--- config.mk ---
export PLATFORM = sky130hd
export DESIGN_NAME = fifo_bridge
export DESIGN_NICKNAME = d
export VERILOG_FILES = /design/src/rtl/fifo_bridge.sv
export SDC_FILE = /design/constraint.sdc
export NUM_CORES = 1
export LEC_CHECK = 0
export ABC_AREA = 1
export CORE_MARGIN = 4
export CORE_UTILIZATION = 35
export CTS_CLUSTER_SIZE = 25
export DETAILED_ROUTE_END_ITERATION = 6
export GPL_ROUTABILITY_DRIVEN = 0
export PLACE_DENSITY_LB_ADDON = 0.12
export SYNTH_ARGS = -nofsm -noshare
export SYNTH_HDL_FRONTEND = slang
export SYNTH_SLANG_ARGS = --single-unit
--- constraint.sdc ---
create_clock -name clk -period 1.2 [get_ports clk]
set_clock_uncertainty 0.1 [all_clocks]
set_input_delay 0.36 -clock clk [delete_from_list [all_inputs] [get_ports clk]]
set_output_delay 0.36 -clock clk [all_outputs]
set_load 0.03 [all_outputs]
--- src/rtl/fifo_bridge.sv ---
// Transfer engine between two FIFO stages: pops the upstream head into a one-entry
// staging register and pushes it downstream, sustaining one word per cycle.
module fifo_bridge #(
    parameter int WIDTH     = 8,
    parameter int CNT_WIDTH = 8
) (
    input  logic                 clk,
    input  logic                 rst,
    input  logic                 start,
    input  logic                 stop,
    input  logic                 up_empty,
    input  logic [WIDTH-1:0]     up_data,
    output logic                 up_pop,
    input  logic                 dn_full,
    output logic                 dn_push,
    output logic [WIDTH-1:0]     dn_data,
    output logic                 hold_vld,
    output logic                 busy,
    output logic [CNT_WIDTH-1:0] xfer_count,
    output logic [1:0]           state_dbg
);

    // Handshake: a word leaves the upstream FIFO on an edge where up_pop is high
    // (never while up_empty), and enters the downstream FIFO on an edge where
    // dn_push is high (never while dn_full); both are purely combinational.

    typedef enum logic [1:0] {
        S_IDLE  = 2'd0,
        S_RUN   = 2'd1,
        S_DRAIN = 2'd2
    } state_t;

    state_t               state;
    state_t               state_nxt;
    logic [WIDTH-1:0]     hreg;
    logic                 session_start;

    always_ff @(posedge clk) begin
        if (rst) begin
            state <= S_IDLE;
        end else begin
            state <= state_nxt;
        end
    end

    always_comb begin
        state_nxt = state;
        case (state)
            S_IDLE:  if (start && !stop) state_nxt = S_RUN;
            S_RUN:   if (stop) state_nxt = S_DRAIN;
            // Leave once nothing is held, or the last held word is leaving now.
            S_DRAIN: if (!hold_vld || dn_push) state_nxt = S_IDLE;
            default: state_nxt = S_IDLE;
        endcase
    end

    always_comb begin
        dn_push       = hold_vld && !dn_full;
        up_pop        = (state == S_RUN) && !up_empty && (!hold_vld || dn_push);
        busy          = (state != S_IDLE);
        session_start = (state == S_IDLE) && start && !stop;
        state_dbg     = state;
    end

    // A pop refills the register even when the old word is being pushed this edge.
    always_ff @(posedge clk) begin
        if (rst) begin
            hreg     <= '0;
            hold_vld <= 1'b0;
        end else if (up_pop) begin
            hreg     <= up_data;
            hold_vld <= 1'b1;
        end else if (dn_push) begin
            hold_vld <= 1'b0;
        end
    end

    always_ff @(posedge clk) begin
        if (rst || session_start) begin
            xfer_count <= '0;
        end else if (dn_push) begin
            xfer_count <= xfer_count + 1'b1;
        end
    end

    assign dn_data = hreg;

endmodule

After elaboration in Yosys (flattened, before gate mapping):

Index checks and enable logic that the tools add are counted.

* input bits: 14
* output and inout port bits: 22
* word-level logic and storage cells: 32
* bits in registers: 19

* $add $sub $neg: 1
* reduce and logical (&&, ||, !) cells: 16
* eq/ne operators: 5
* multiplexer cells: 6

Operator list (number)
* adder 8 x 1 -> 8 bit (second input constant): 1
* logical AND 1 bit: 6
* 2-to-1 mux 2 bit: 3
* inequality test 2 bit (second input constant): 3
* case mux 2 bit (3 select lines): 1
* zero test 1 bit: 4
* nonzero test 2 bit: 2
* AND reduction 3 bit: 1
* equality test 2 x 1 -> 1 bit (second input constant): 1
* equality test 2 bit (second input constant): 1
* zero test 2 bit: 1
* logical OR 1 bit: 2
* 2-to-1 mux 1 bit: 2

Longest topological paths before layout:

Gate-level depths: netlist of run 1.

* depth after elaboration: 5
* gate-level depth with buffers: 7
* mapped depth without buffers: 7

Worst setup path before layout of run 1:

Ideal clock, no wire load.

* kind: reg2out
* start point: register state[0] (netlist: state_dbg[0])
* end point: output port up_pop
* arrival time: 1.111 ns
* buffers on the path: 0
* slack: -0.371 ns
* stages on the path, launching flop included: 5
* data required time: 0.740 ns
* cells stage by stage: dfxtp_1 inv_1 nor2_4 nand3_2 inv_2

* cells in the longest elaborated chain, start to end: 3

Ends and longest elaborated chain
* from (decl): RTL line 33 `state_t state;`
* from (signal assigned): RTL line 42 `state <= state_nxt;`
* equality test 2 x 1 -> 1 bit: RTL line 59 `up_pop = (state == S_RUN) && !up_empty && (!hold_vld || dn_push);`
* logical AND 1 bit (2 in series): RTL line 59
* to (decl): RTL line 13 `output logic up_pop,`

Every way passes these cells.

Worst setup path in the final report of run 1:

Same ends and word-level chain as after synthesis.

==> results of run 1 <==
flip-flops by register name (all words and copies together) (netlist names):
signal	cells
xfer_count	8
state_dbg	2
hold_vld	1
dn_data	8
metrics by stage:
| stage | setup WS (ps) | setup TNS, ps | cells | hold slack, ps |
|---|---|---|---|---|
| finish | -370.3 | -2398 | 208 | 395.4 |
| global route | -430.1 | -4278 | 208 | 423.2 |
| CTS | -392.7 | -4884 | 207 | 376.8 |
| detailed placement | -553.0 | -9050 | 187 | 379.5 |
| global placement | -558.6 | -8853 | 187 | 365.2 |
| floorplan | -81.76 | -90.19 | 112 | 319.4 |
worst paths after layout:
path         slack, ps  cells after the start             to
min                400                      2     dn_data[2]
max               -370                      5         up_pop
min reg2reg        400                      2     dn_data[2]
max reg2reg        -80                      8  xfer_count[7]
cells by family after synthesis:
group / synth area share
AND/OR/NAND/NOR: 0.3262
buffers and inverters: 0.07774
flip-flops: 0.4634
XOR/XNOR: 0.01067
AO/OA/AOI/OAI: 0.1067
adder cells (fa/ha/maj): 0.01524
per-layer routing:
layer  up-vias  global-route usage  wire length, um
met2        27              0.2970             1413
li1        495                   -                -
met4         0             0.06441               50
met5         -                   0                0
met1       440              0.1745              997
met3         6             0.03448              103
cells in the final DEF (no fill, tap or decap), types with 3 or more instances in the layout:
cell type and instances:
buf_6 28, buf_4 23, nor2_1 19, nand2_1 15, inv_1 11, clkdlybuf4s50_1 11
dfxtp_2 10, dfxtp_4 9, o21ai_2 7, a21oi_2 5, nor2_4 4, nand4_1 4
inv_2 3, nand3_1 3, clkbuf_4 3
power groups by stage:
stage	Clock [mW]	Sequential, mW	Combinational [mW]
floorplan	0	0.695	0.0625
global placement	0	0.663	0.201
detailed placement	0	0.664	0.203
CTS	0.336	0.645	0.259
global route	0.376	0.647	0.279
finish	0.323	0.645	0.263
cell type report:
type | count | area share
clock buffers | 4 | 0.01563
well taps | 28 | 0.02083
multi-input cells | 76 | 0.2969
flip-flops and latches | 19 | 0.2537
inverters | 17 | 0.04613
repair buffers | 64 | 0.3668
timing repair:
action | in CTS | in global routing
pin swaps | 8 | 9
resized for setup | 80 | 13
setup endpoints to repair | 39 | 40
buffers inserted | 17 | 5
Yosys cell counts (all sizes together):
cell type  instances
a21oi              7
dfxtp             19
ha                 1
inv               17
nand2             19
nand3              6
nand3b             1
nand4              4
nor2              25
nor3               1
nor3b              1
o21ai              9
o21bai             1
xnor2              1
critical path, cell delays in order, from the launching register on:
cell     delay (ps)
dfxtp_4         370
inv_4            40
nor2_4          110
nand3_4         110
inv_8            60
buf_6           120
==> results.toml, run 1 <==
[grt]
grt_first_pass_wirelength_um = 4057
grt_start_max_net_pins = 11
grt_pass1_vias = 959
grt-ovfl-total = 0
antenna_found_initial = 0
grtUsageTotal = 0.1608

[synthesis]
synth_largest_area_cell = "dfxtp_1"
yosys_register_bits = 19
yosysWarnings = 0
ys_seq_area_frac = 0.4634
synthesis.area_um2 = 820.8
synth_cell_type_count = 19
syn-num-nets = 127
yosys-top-cells-area = "dfxtp_1 (46%), nor2_1 (9.6%), nand2_1 (8.2%), inv_1 (7.3%), o21ai_0 (5.5%)"
synth.avg_cell_area_um2 = 7.328
synth_top_area_share = 0.4634
synth_cells = 112

[timing]
setup_violations = 33
layout_setup_ws_ps = -370.3
tightest_slew_ps = 203.0
fin_crit_sh = 1.309
finalCriticalPeriod_ps = 1570
slew_headroom = 0.8632
hold_viol_final = 0
drv_slew = 0
clock.fmax_mhz = 636.8
grt_setup_unrepaired = "true"

[critical_path]
critPathKind = "flop to primary output"
worstSetupStartpoint = "state_dbg[0]"
rr_startpoint = "state_dbg[0]"
crit_fanout = 2
cp-end-kind = "primary output"
cp-start-kind = "flop"
worst-endpoint-required_ps = 740
worst-endpoint-arrival_ps = 1110

[cells_and_area]
area_growth_syn_to_layout_pct = 104.9
final_util = 0.7602
finalInstanceArea_mm2 = 0.001682
fill_cells = 162
nets = 196
layout-drive-gt1-share = 0.6000
seq_area_um2 = 426.7
diodes = 0
multi_input_area_um2 = 499.2

[die]
num_io_pins = 36
initial_utilization = 0.3710
core_area_mm2 = 0.002212
die_y_um = 56.43
dieArea_mm2 = 0.003184
die_w_um = 56.43
rows = 17

[power_and_ir_drop]
seqPwrFrac = 0.524
p_leak_nw = 0.7003
irDropWorstVdd_uv = 701.6
power_density_mw_per_mm2 = 732.1
p_int_uw = 893.8
swShare = 0.2740
combPwrFrac = 0.214
p_switching_uw = 337.3
p_total_mw = 1.231
clkPwrFrac = 0.263

[outcome]
outcome = "finished, violations left"
violations = "setup timing"

[placed_design]
placed_area_mm2 = 0.001277
hpwl_um = 1585
io_buffers = 35

[cts]
cts-root-buf = "clkbuf_4"
clock_path_buffers = 2
clk_pin_slew_ps = 110
clock_latency_ps = 290
cts_tree = "yes"
htreeDepth = 1
numClockSinks = 19
cts_buffers = 3
hold_buffers = 0

[detailed_routing]
drtIter0Drc = 10
remaining_drc_errors = 0
first_pass_iters = 4
wl_per_cell_um = 12.33
drtAntennaViolNets = 0
drt-total-wl_um = 2564
via_per_inst = 4.654
vias = 968

[run]
cap_violations = 0

[worst_hold_path]
min_from = "dn_data[2]"
hp-class = "flop to flop"
No activity file was read; power rests on OpenSTA's default activity.
==> run 2, diff against run 1 <==
--- a/config.mk
+++ b/config.mk
@@ -6,6 +6,7 @@
 export NUM_CORES = 1
 export LEC_CHECK = 0
 export ABC_AREA = 1
+export CORE_ASPECT_RATIO = 0.8
 export CORE_MARGIN = 4
 export CORE_UTILIZATION = 35
 export CTS_CLUSTER_SIZE = 25
==> run 2 against run 1 <==
Against the previous run:
- the flow still finishes with violations (setup timing)
- final cell count grew 2.9%
- wire length grew 13%
- first-iteration DRC count grew to 2.6 times the previous value
- non-clock buffer count grew 9
- sequential share of layout area shrank 1.5 points
- sequential power is essentially flat
- power grew 2.6%
- highest routed layer unchanged
==> results.toml, run 2 (synthesis results as in run 1) <==
[outcome]
outcome = "finished, violations left"
violations = "setup timing"

[timing]
grt_setup_unrepaired = "true"
hold_viol_final = 0
tightest_slew_ps = 183.5
slew_headroom = 0.8773
fin_crit_sh = 1.313
finalCriticalPeriod_ps = 1576
clock.fmax_mhz = 634.7
layout_setup_ws_ps = -375.6
setup_violations = 35
drv_slew = 0

[cells_and_area]
final_util = 0.8080
diodes = 0
nets = 205
final_common_cell = "buf_6"
area_growth_syn_to_layout_pct = 116.2
layoutNonFillerInstCount = 214
layout-drive-gt1-share = 0.6349
layout_common_cells = "buf_6 (34), buf_4 (26), nor2_1 (20)"

[cts]
numClockSinks = 19
clock_path_buffers = 2
clock_latency_ps = 310
hold_buffers = 0
clk_pin_slew_ps = 110
cts_tree = "yes"
htreeDepth = 1
cts-root-buf = "clkbuf_4"
cts_buffers = 3

[grt]
grt_first_pass_wirelength_um = 4353
grtUsageTotal = 0.1723
grt_start_max_net_pins = 12
antenna_found_initial = 0
grt-ovfl-total = 0
grt_pass1_vias = 963

[die]
rows = 15
initial_utilization = 0.3738
dieArea_mm2 = 0.003189
core_area_mm2 = 0.002196
num_io_pins = 36
die_w_um = 62.14
die_y_um = 51.32

[critical_path]
crit_slowest_cell = "dfxtp_4"
crit_fanout = 2
cp_cell_sequence = "inv_2 > nor2_4 > nand3_4 > inv_8 > buf_6"
cp_top_family = "flip-flops"
cp-start-kind = "flop"
critPathKind = "flop to primary output"
timing.critical_path.buf_inv = 3
slowest_delay_ps = 360
worst-endpoint-required_ps = 740
cp-end-kind = "primary output"
worst-endpoint-arrival_ps = 1120

[detailed_routing]
wl_per_cell_um = 13.50
vias = 1031
drt-total-wl_um = 2890
drtIter0Drc = 26
remaining_drc_errors = 0
via_per_inst = 4.818
first_pass_iters = 4
drtAntennaViolNets = 0

[run]
cap_violations = 0

[placed_design]
hpwl_um = 1634
io_buffers = 35
dp_cells = 187

[power_and_ir_drop]
irDropWorstVdd_uv = 863.8
p_leak_nw = 0.7719
power_density_mw_per_mm2 = 712.2
p_total_mw = 1.264

[worst_hold_path]
hp-class = "primary input to flop"
run 2: worst paths after layout:
kind                       end  depth (start not counted)          from  slack [ps]
setup / recovery        up_pop                          5  state_dbg[0]        -380
hold reg to reg     dn_data[2]                          2    dn_data[2]         400
hold / removal    state_dbg[1]                          3          stop         350
setup reg to reg    dn_data[5]                          9  state_dbg[0]        -300
run 2: where the power goes:
group / switching (mW) / total (mW) / internal [mW]
clock network: 0.215 / 0.339 / 0.125
logic: 0.135 / 0.279 / 0.143
registers: 0.0126 / 0.646 / 0.633
run 2: per-stage QoR:
step	TNS (ps)	area (um^2)	hold WS (ps)	worst slack, ps
5_1_grt	-6945	1774	353.8	-427.6
3_3_place_gp	-9260	1296	368.5	-582.9
2_1_floorplan	-90.19	857.1	319.4	-81.76
4_1_cts	-3938	1652	345.0	-377.1
3_5_place_dp	-9414	1296	375.3	-576.7
6_report	-5372	1774	353.4	-375.6
run 2: worst reg2reg max path, stage by stage, from the launching register on:
cell and delay [ps]:
dfxtp_4 360, inv_2 40, nor2_4 110, nand3_4 110, buf_4 150, buf_4 120
buf_6 110, buf_4 150, o21ai_2 110, nor2_1 50
run 2: metal layers:
metal | GRT usage | routed length, um | vias up | share of wire
li1 | - | - | 515 | -
met1 | 0.2013 | 1191 | 476 | 0.41
met2 | 0.3052 | 1479 | 31 | 0.51
met3 | 0.06154 | 175 | 9 | 0.061
met4 | 0.03249 | 44 | 0 | 0.015
met5 | 0 | 0 | - | 0
run 2: what timing repair did:
item                       CTS  global route
pin swaps                    9            12
buffers inserted            15             7
setup endpoints to repair   39            40
cloned                       1             0
resized for setup           78            22
run 2: layout make-up:
| class | instances | area, um^2 |
|---|---|---|
| fillers | 138 | 421.7 |
| flip-flops and latches | 19 | 424.2 |
| clock buffers | 3 | 22.52 |
| inverters | 17 | 77.57 |
| repair buffers | 73 | 706.9 |
| well taps | 25 | 31.28 |
| multi-input cells | 76 | 506.7 |
| clock inverters | 1 | 5.005 |
==> run 3, diff against run 2 <==
--- a/config.mk
+++ b/config.mk
@@ -7,7 +7,7 @@
 export LEC_CHECK = 0
 export ABC_AREA = 1
 export CORE_ASPECT_RATIO = 0.8
-export CORE_MARGIN = 4
+export CORE_MARGIN = 8
 export CORE_UTILIZATION = 35
 export CTS_CLUSTER_SIZE = 25
 export DETAILED_ROUTE_END_ITERATION = 6
==> run 3 against run 2 <==
Against the previous run:
- the flow still finishes with violations (setup timing)
- power up 1.3%
- core utilization is 0.17 points higher
- clock power down 3%
- critical path type unchanged
- worst setup slack lost 33 ps
- critical path depth is the same
- die area rose by 30%
- via count increased by 1.7%
==> results.toml, run 3 (synthesis results as in run 1) <==
[critical_path]
worst-r2r-setup-slack_ps = -270
crit_fanout = 2
cp-start-kind = "flop"
cp_cell_sequence = "inv_4 > nor2_4 > nand3_4 > inv_8 > buf_6"
r2r_end = "dn_data[3]"
endpoint = "up_pop"
critPathKind = "flop to primary output"
slowest_delay_ps = 380
worst-endpoint-arrival_ps = 1150
worst-endpoint-required_ps = 740
cp-end-kind = "primary output"
crit_slowest_cell = "dfxtp_4"
r2r_cells = 8
rr_startpoint = "state_dbg[0]"
worstSetupStartpoint = "state_dbg[0]"

[cts]
clock_path_buffers = 2
htreeDepth = 1
hold_buffers = 0
cts_buffers = 3
clock_latency_ps = 300
clk_pin_slew_ps = 110
cts_tree = "yes"
cts-root-buf = "clkbuf_4"
numClockSinks = 19

[die]
core_area_mm2 = 0.002196
die_y_um = 59.32
initial_utilization = 0.3738
num_io_pins = 36
rows = 15
dieArea_mm2 = 0.004160
die_w_um = 70.14

[power_and_ir_drop]
irDropWorstVdd_uv = 727.7
p_leak_nw = 0.7436
power_density_mw_per_mm2 = 720.2
p_total_mw = 1.281

[cells_and_area]
layoutNonFillerInstCount = 212
nets = 203
area_growth_syn_to_layout_pct = 116.6
fill_cells = 137
layout-drive-gt1-share = 0.6310
layout_common_cells = "buf_6 (31), buf_4 (26), nor2_1 (19)"
finalInstanceArea_mm2 = 0.001778
final_util = 0.8097
seq_area_um2 = 421.7
final_common_cell = "buf_6"
diodes = 0
multi_input_area_um2 = 531.8

[timing]
fin_crit_sh = 1.340
setup_violations = 40
tightest_slew_ps = 218.6
drv_slew = 0
grt_setup_unrepaired = "true"
hold_viol_final = 0
slew_headroom = 0.8527
finalCriticalPeriod_ps = 1609
layout_setup_ws_ps = -408.6
fin_hold_ws_ps = 383.0
clock.fmax_mhz = 621.7
fin_setup_tns_ps = -4952

[detailed_routing]
drtAntennaViolNets = 0
vias = 1049
drtIter0Drc = 37
first_pass_iters = 5
drt-total-wl_um = 3228
remaining_drc_errors = 0
via_per_inst = 4.948
wl_per_cell_um = 15.23

[placed_design]
pre_cts_slack_ps = -573.2
io_buffers = 35
dp_cells = 186
placed_area_mm2 = 0.001289
hpwl_um = 1893

[outcome]
violations = "setup timing"
outcome = "finished, violations left"

[grt]
antenna_found_initial = 0
grt_start_max_net_pins = 11
grt_first_pass_wirelength_um = 4712
grt-ovfl-total = 0
grt_pass1_vias = 1008
grtUsageTotal = 0.1424

[worst_hold_path]
hold_path_depth = 3
hp-class = "primary input to flop"

[run]
cap_violations = 0
run 3: changes by cell type in the layout (fill, tap and decap cells not counted), sizes merged:
cell,change
dlygate4sd2,-1
clkinv,-1
clkdlybuf4s50,+1
buf,-2
clkbuf,+1
run 3: worst min path at each step:
stage               start           end
6_report             stop  state_dbg[1]
5_1_grt           dn_full  state_dbg[1]
4_1_cts           dn_full  state_dbg[1]
3_5_place_dp   dn_data[1]    dn_data[1]
3_3_place_gp   dn_data[1]    dn_data[1]
2_1_floorplan         rst      hold_vld
run 3: critical path: cells and delay by family (launching register included):
family                 cells  cell delay [ps]
buffers and inverters      3              230
DFF                        1              380
and+or+nand+nor            2              250
run 3: cell type report:
class | count | area share
inverters | 17 | 0.04363
flip-flops and latches | 19 | 0.2372
well taps | 25 | 0.01759
multi-input cells | 76 | 0.2991
repair buffers | 71 | 0.3878
clock buffers | 4 | 0.01478
run 3: timing repair:
item | in CTS | in global routing
setup buffers | 14 | 9
gates resized for setup | 70 | 29
endpoints found under the hold margin | 0 | 0
gates cloned | 0 | 0
pin swaps | 5 | 10
endpoints found under the setup margin | 39 | 40
run 3: power by group:
group	leakage [nW]	total [mW]	switching, mW	internal, mW
clock network	0.0150	0.328	0.198	0.129
registers	0.165	0.650	0.0141	0.636
logic	0.564	0.303	0.149	0.155
total	0.744	1.28	0.361	0.920
run 3: metal layers:
| metal | global-route usage | wire (um) |
|---|---|---|
| met5 | 0 | 0 |
| met3 | 0.06198 | 229 |
| met4 | 0.03429 | 101 |
| met1 | 0.1565 | 1321 |
| met2 | 0.2484 | 1575 |
